[config.mk]
export PLATFORM = sky130hd
export DESIGN_NAME = row_window_sum
export DESIGN_NICKNAME = d
export VERILOG_FILES = /design/src/rtl/row_window_sum.sv
export SDC_FILE = /design/constraint.sdc
export NUM_CORES = 1
export LEC_CHECK = 0
export BUFFER_PORTS_ARGS = -buffer_cell sky130_fd_sc_hd__buf_4
export CAP_MARGIN = 30
export CORE_ASPECT_RATIO = 1.25
export CORE_UTILIZATION = 57
export DETAILED_ROUTE_END_ITERATION = 16
export HOLD_SLACK_MARGIN = 0.06
export PLACE_DENSITY = 0.77
export SLEW_MARGIN = 25
export SYNTH_ARGS = -nofsm -noshare
export SYNTH_HDL_FRONTEND = slang
export SYNTH_SLANG_ARGS = --single-unit
[constraint.sdc]
create_clock -name sys_clk -period 3.2 [get_ports sys_clk]
set_input_delay 0.32 -clock sys_clk [delete_from_list [all_inputs] [get_ports sys_clk]]
set_output_delay 0.32 -clock sys_clk [all_outputs]
set_load 0.005 [all_outputs]
[src/rtl/row_window_sum.sv]
// Vertical window sum over WIN_ROWS adjacent rows of a row-major sample stream.
// Two-stage pipeline: line-buffer read/register, then a registered column sum.
module row_window_sum #(
    parameter int unsigned  DATA_W   = 8,
    parameter int unsigned  COL_NUM  = 50,
    parameter int unsigned  ROW_NUM  = 50,
    parameter int unsigned  WIN_ROWS = 3,
    localparam int unsigned SUM_W    = DATA_W + $clog2(WIN_ROWS)
) (
    input  logic              sys_clk,
    input  logic              sys_rst_n,
    input  logic [DATA_W-1:0] pi_data,
    input  logic              pi_flag,
    output logic [SUM_W-1:0]  po_sum,
    output logic              po_flag,
    output logic              po_frame_end
);

    localparam int unsigned COL_W = $clog2(COL_NUM);
    localparam int unsigned ROW_W = $clog2(ROW_NUM);
    localparam int          NBUF  = int'(WIN_ROWS) - 1;

    logic [COL_W-1:0]  col_cnt_q, col_cnt_d;
    logic [ROW_W-1:0]  row_cnt_q, row_cnt_d;
    logic              col_last, row_last;

    // line_q[k] holds the row k+1 above the current one, indexed by column.
    logic [DATA_W-1:0] line_q [NBUF][COL_NUM];

    logic [DATA_W-1:0] win_d [WIN_ROWS];
    logic [DATA_W-1:0] win_q [WIN_ROWS];
    logic              s1_flag_d, s1_flag_q;
    logic              s1_end_d, s1_end_q;

    logic [SUM_W-1:0]  sum_d, po_sum_q;
    logic              po_flag_q, po_end_q;

    assign col_last = (col_cnt_q == COL_W'(COL_NUM - 1));
    assign row_last = (row_cnt_q == ROW_W'(ROW_NUM - 1));

    always_comb begin
        col_cnt_d = col_cnt_q;
        row_cnt_d = row_cnt_q;
        if (pi_flag) begin
            if (col_last) begin
                col_cnt_d = '0;
                row_cnt_d = row_last ? '0 : row_cnt_q + ROW_W'(1);
            end else begin
                col_cnt_d = col_cnt_q + COL_W'(1);
            end
        end
    end

    always_comb begin
        win_d[0] = pi_data;
        for (int k = 0; k < NBUF; k++) begin
            win_d[k+1] = line_q[k][col_cnt_q];
        end
        // Rows 0..WIN_ROWS-2 only refill the buffers, so prior-frame data never reaches a sum.
        s1_flag_d = pi_flag && (row_cnt_q >= ROW_W'(WIN_ROWS - 1));
        s1_end_d  = pi_flag && row_last && col_last;
    end

    always_comb begin
        sum_d = '0;
        for (int k = 0; k < int'(WIN_ROWS); k++) begin
            sum_d = sum_d + SUM_W'(win_q[k]);
        end
    end

    always_ff @(posedge sys_clk) begin
        if (pi_flag) begin
            line_q[0][col_cnt_q] <= pi_data;
            for (int k = 1; k < NBUF; k++) begin
                line_q[k][col_cnt_q] <= line_q[k-1][col_cnt_q];
            end
            win_q <= win_d;
        end
    end

    always_ff @(posedge sys_clk) begin
        if (!sys_rst_n) begin
            col_cnt_q <= '0;
            row_cnt_q <= '0;
            s1_flag_q <= 1'b0;
            s1_end_q  <= 1'b0;
            po_flag_q <= 1'b0;
            po_end_q  <= 1'b0;
            po_sum_q  <= '0;
        end else begin
            col_cnt_q <= col_cnt_d;
            row_cnt_q <= row_cnt_d;
            s1_flag_q <= s1_flag_d;
            s1_end_q  <= s1_end_d;
            po_flag_q <= s1_flag_q;
            po_end_q  <= s1_end_q;
            if (s1_flag_q) begin
                po_sum_q <= sum_d;
            end
        end
    end

    assign po_sum       = po_sum_q;
    assign po_flag      = po_flag_q;
    assign po_frame_end = po_end_q;

endmodule

* After elaboration in Yosys (flattened, before gate mapping)
Memory sizes are Yosys's and may differ from the RTL's.
Cells that the tools add are included.
** Word-level totals
- Bits in registers :: 50
- RAM bits :: 800
- Input port bits :: 11
- Logic and storage cells :: 38
- Memories kept :: 1
** Cells by class
- $add $sub $neg :: 4
- Order comparisons :: 3
- Equality and inequality tests :: 2
- Muxes and demuxes :: 12
- Bitwise logic cells :: 1
- Reduce and logical (&&, ||, !) cells :: 5
** Memories
- line_q :: depth 2, width 400, read ports 2, clocked after memory_dff 0, wr ports 2, RTL line 28 : logic [DATA_W-1:0] line_q [NBUF][COL_NUM];
** Operators by type and width (number)
- $mux W400 :: 1
- $bmux W8 S6 :: 2
- $demux W8 S6 :: 1
- $mux W8 :: 5
- $add A6 B1 Y6 const B :: 2
- $eq A6 B6 Y1 const B :: 2
- $mux W6 :: 2
- $add A9 B8 Y10 :: 1
- $add A8 B8 Y9 :: 1
- $ge A7 B7 Y1 const B :: 1
- $lt A7 B1 Y1 const B :: 1
- $not A6 Y7 :: 1
- $ge A6 B2 Y1 const B :: 1
- $logic_and A1 B1 Y1 :: 4
- $reduce_and A2 Y1 :: 1
- $mux W1 :: 1

* Logic depth before layout (Yosys ltp)
- Word-level depth :: 6
- Depth in mapped cells :: 11

* Worst setup path before layout
No wires, ideal clock.
- Kind :: reg-to-reg
- From :: register col_cnt_q[0]
- To :: memory line_q[0][404] (netlist name) (data pin)
- Arrival :: 3.017 ns
- Required time :: 2.725 ns
- Setup slack :: -0.292 ns
- Cell stages (with the launch flop) :: 9
- Path buffers :: 4
- Clock period less this slack :: 3.492 ns
- Cells stage by stage :: dfxtp_1 -> buf_6 -> buf_4 -> buf_4 -> clkbuf_1 -> a221oi_1 -> a221oi_1 -> a31oi_1 -> o211ai_1
** RTL lines
- from (decl) :: RTL line 23 : logic [COL_W-1:0] col_cnt_q, col_cnt_d;
- from (signal assigned) :: RTL line 91 : col_cnt_q <= col_cnt_d;
- to (decl) :: RTL line 28

==> out/metrics.yaml <==
outcome: "complete, but fails checks"
violations: "negative setup slack"
numPortBuffers: 22
routedWlPerCell_um: 32.83
grt_pass1_vias: 19242
yosysSeqAreaShare_pct: 75.74
drv_cap: 0
ys_types: 67
drive_above_1_share_pct: 24.54
cp.arrival_ps: 3560
layout_setup_ws_ps: -48.03
crit_type: "reg -> reg"
yosysMostFrequentCell: "edfxtp_1"
firstDrtPassIters: 6
crit_path_end_kind: "flop"
fin_crit_sh_pct: 101.5
cp_max_fo: 32
dieWidth_um: 218.4
fin_area_mm2: 0.03850
synth_top_area_share_pct: 74.18
peakVddDrop_mv: 0.5376
cts_sinks: 850
cts_tree: "yes"
via_per_inst: 6.875
place.gp.congestion: 1.010
core_area_mm2: 0.05751
slew_violations: 0
yosysTopAreaCell: "edfxtp_1"
post-dp-hpwl_um: 58990
final-setup-viol-count: 38
avgSynthCellArea_um2: 18.01
fillers: 3573
hold_path_class: "in -> reg"
dpl_cell_area_mm2: 0.03613
root_buffer: "clkbuf_16"
leakagePower_nw: 12.58
clock_path_buffers: 3
place_inst: 2736
drt_iter0_drc: 2953
max_freq_ghz: 0.3079
cts_buffers: 78
grt-ovfl-total: 0
dieArea_mm2: 0.05950
ant_nets: 0
yosysWarnings: 0
synth_cells: 1852
critPathRequiredTime_ps: 3510
syn-cell-area_mm2: 0.03336
clk_pin_slew_ps: 60
ios: 23
drt-total-wl_um: 94320
syn_nets: 1884
htree_levels: 3
synth.area.top_cells: "edfxtp_1 (74%), mux4_2 (4.1%), mux2_2 (3.0%), mux2i_1 (2.8%), a221oi_1 (1.7%)"
clock_skew_ps: 23.01
relSlewSlack_pct: 32.75
ys.flop_type: "edfxtp_1"
hold_viol_final: 0
critical_path.max_stage_delay_ps: 610
grt_use_total_pct: 32.37
die_y_um: 272.5
start_util_pct: 58.00
nets: 2101
stdcell_count: 2873
async_flop_share_pct: 0
grt_antenna_before_repair: 1
power_density_mw_per_mm2: 614.8
fin_crit_ps: 3248
drc: 0
crit_chain: "buf_12 -> nor2_2 -> buf_4 -> buf_4 -> nand3_1 -> nor2_1 -> buf_12"
crit_slowest_cell: "nor2_2"
std_cell_rows: 98
grt_pass1_wl_um: 135300
cp-start-kind: "flop"
diodes: 0
insertion_delay_ps: 620
power_mw: 23.67
tightest_slew_ps: 1008
rsz0062_at_grt: "false"
ys_ff_latch: 850
ys_top_cells_by_count: "edfxtp_1 (824), nor2_1 (96), mux2i_1 (92), mux2_2 (90), a221oi_1 (66)"
synth_edf_count: 824
vias: 19752
grt_start_max_net_pins: 57
syn_to_final_growth_pct: 15.41
-- registers in the layout (all words and copies together), names as in the netlist --
signal,flops
s1_end_q,1
line_q,800
s1_flag_q,1
col_cnt_q,6
win_q,24
po_flag,1
po_frame_end,1
row_cnt_q,6
po_sum,10
-- stage by stage --
| step | utilization [%] | setup slack (ps) | hold WS (ps) | TNS, ps |
|---|---|---|---|---|
| after detailed placement | 62.82 | 2.682 | 430.0 | 0 |
| after global placement | 62.81 | 81.53 | 419.2 | 0 |
| after floorplan | - | 8.566 | 411.9 | 0 |
| final | 66.94 | -48.03 | 239.9 | -1224 |
| after CTS | 66.90 | 46.90 | 207.1 | 0 |
| after global routing | 66.94 | 4.136 | 241.4 | 0 |
-- cell usage in the layout, fill, tap and decap left out, types with 43 or more instances in the layout --
cell type | Yosys | routed
clkbuf_16 | 0 | 79
mux2i_1 | 92 | 91
buf_12 | 0 | 43
nand2_1 | 60 | 60
edfxtp_1 | 824 | 824
a221oi_1 | 66 | 66
mux4_2 | 60 | 60
buf_4 | 19 | 200
a22oi_1 | 51 | 51
a21oi_1 | 46 | 46
nor2_1 | 96 | 92
mux2_2 | 90 | 90
-- layer usage --
layer  vias up  track usage [%]  wire length (um)
met5         -                0                12
met4         2            19.12              6467
met3       315            5.885             10930
met2      1517            50.98             44400
met1      9944            42.34             32520
li1       7974                -                 -
-- path summary, 6_finish.rpt --
path / from / to / slack (ps) / cells after the start
hold reg to reg: s1_end_q / po_frame_end / 450 / 1
setup / recovery: col_cnt_q[0] / line_q[0][765] / -50 / 7
setup reg to reg: col_cnt_q[0] / line_q[0][765] / -50 / 7
hold / removal: pi_flag / win_q[22] / 240 / 1
-- final cells by class --
class	count	area, um2	area share [%]
Inverter	20	75.07	0.1950
Timing Repair Buffer	248	2419	6.283
Tap cell	750	938.4	2.438
Sequential cell	850	25280	65.66
Multi-Input combinational cell	871	7470	19.40
Clock buffer	97	2054	5.337
Clock inverter	37	264.0	0.6858
-- report_power, final --
part | internal, mW | total (mW) | switching (mW) | leakage (nW)
Combinational | 0.847 | 2.39 | 1.55 | 3.81
Clock | 4.79 | 8.69 | 3.90 | 1.12
Sequential | 12.5 | 12.6 | 0.0543 | 7.65
-- worst max-delay path, delay by kind of cell (launching register included) --
kind	cells	cell delay, ps
flops	1	490
buf+inv	4	880
simple gates	3	1530
-- what timing repair did --
item | in CTS | in global routing
hold buffers | 1 | 0
pin swaps | 0 | 0
resized for setup | 1 | 2
setup endpoints to repair | 34 | 102
hold endpoints to repair | 7 | 0
gates cloned | 0 | 0
setup buffers | 1 | 1
-- cells by family (layout without fill, tap and decap cells) --
kind of cell             after synthesis  count (layout)  share of synthesized area, %
AND/OR/NAND/NOR                      251             251                         3.560
flip-flops                           850             850                         75.74
multiplexers                         242             242                         9.850
XOR/XNOR                              13              13                        0.3413
adder cells (fa/ha/maj)               21              21                        0.9902
buffers and inverters                131             402                         1.962
AO/OA/AOI/OAI                        344             344                         7.558
Power figures use the tool's default switching activity.
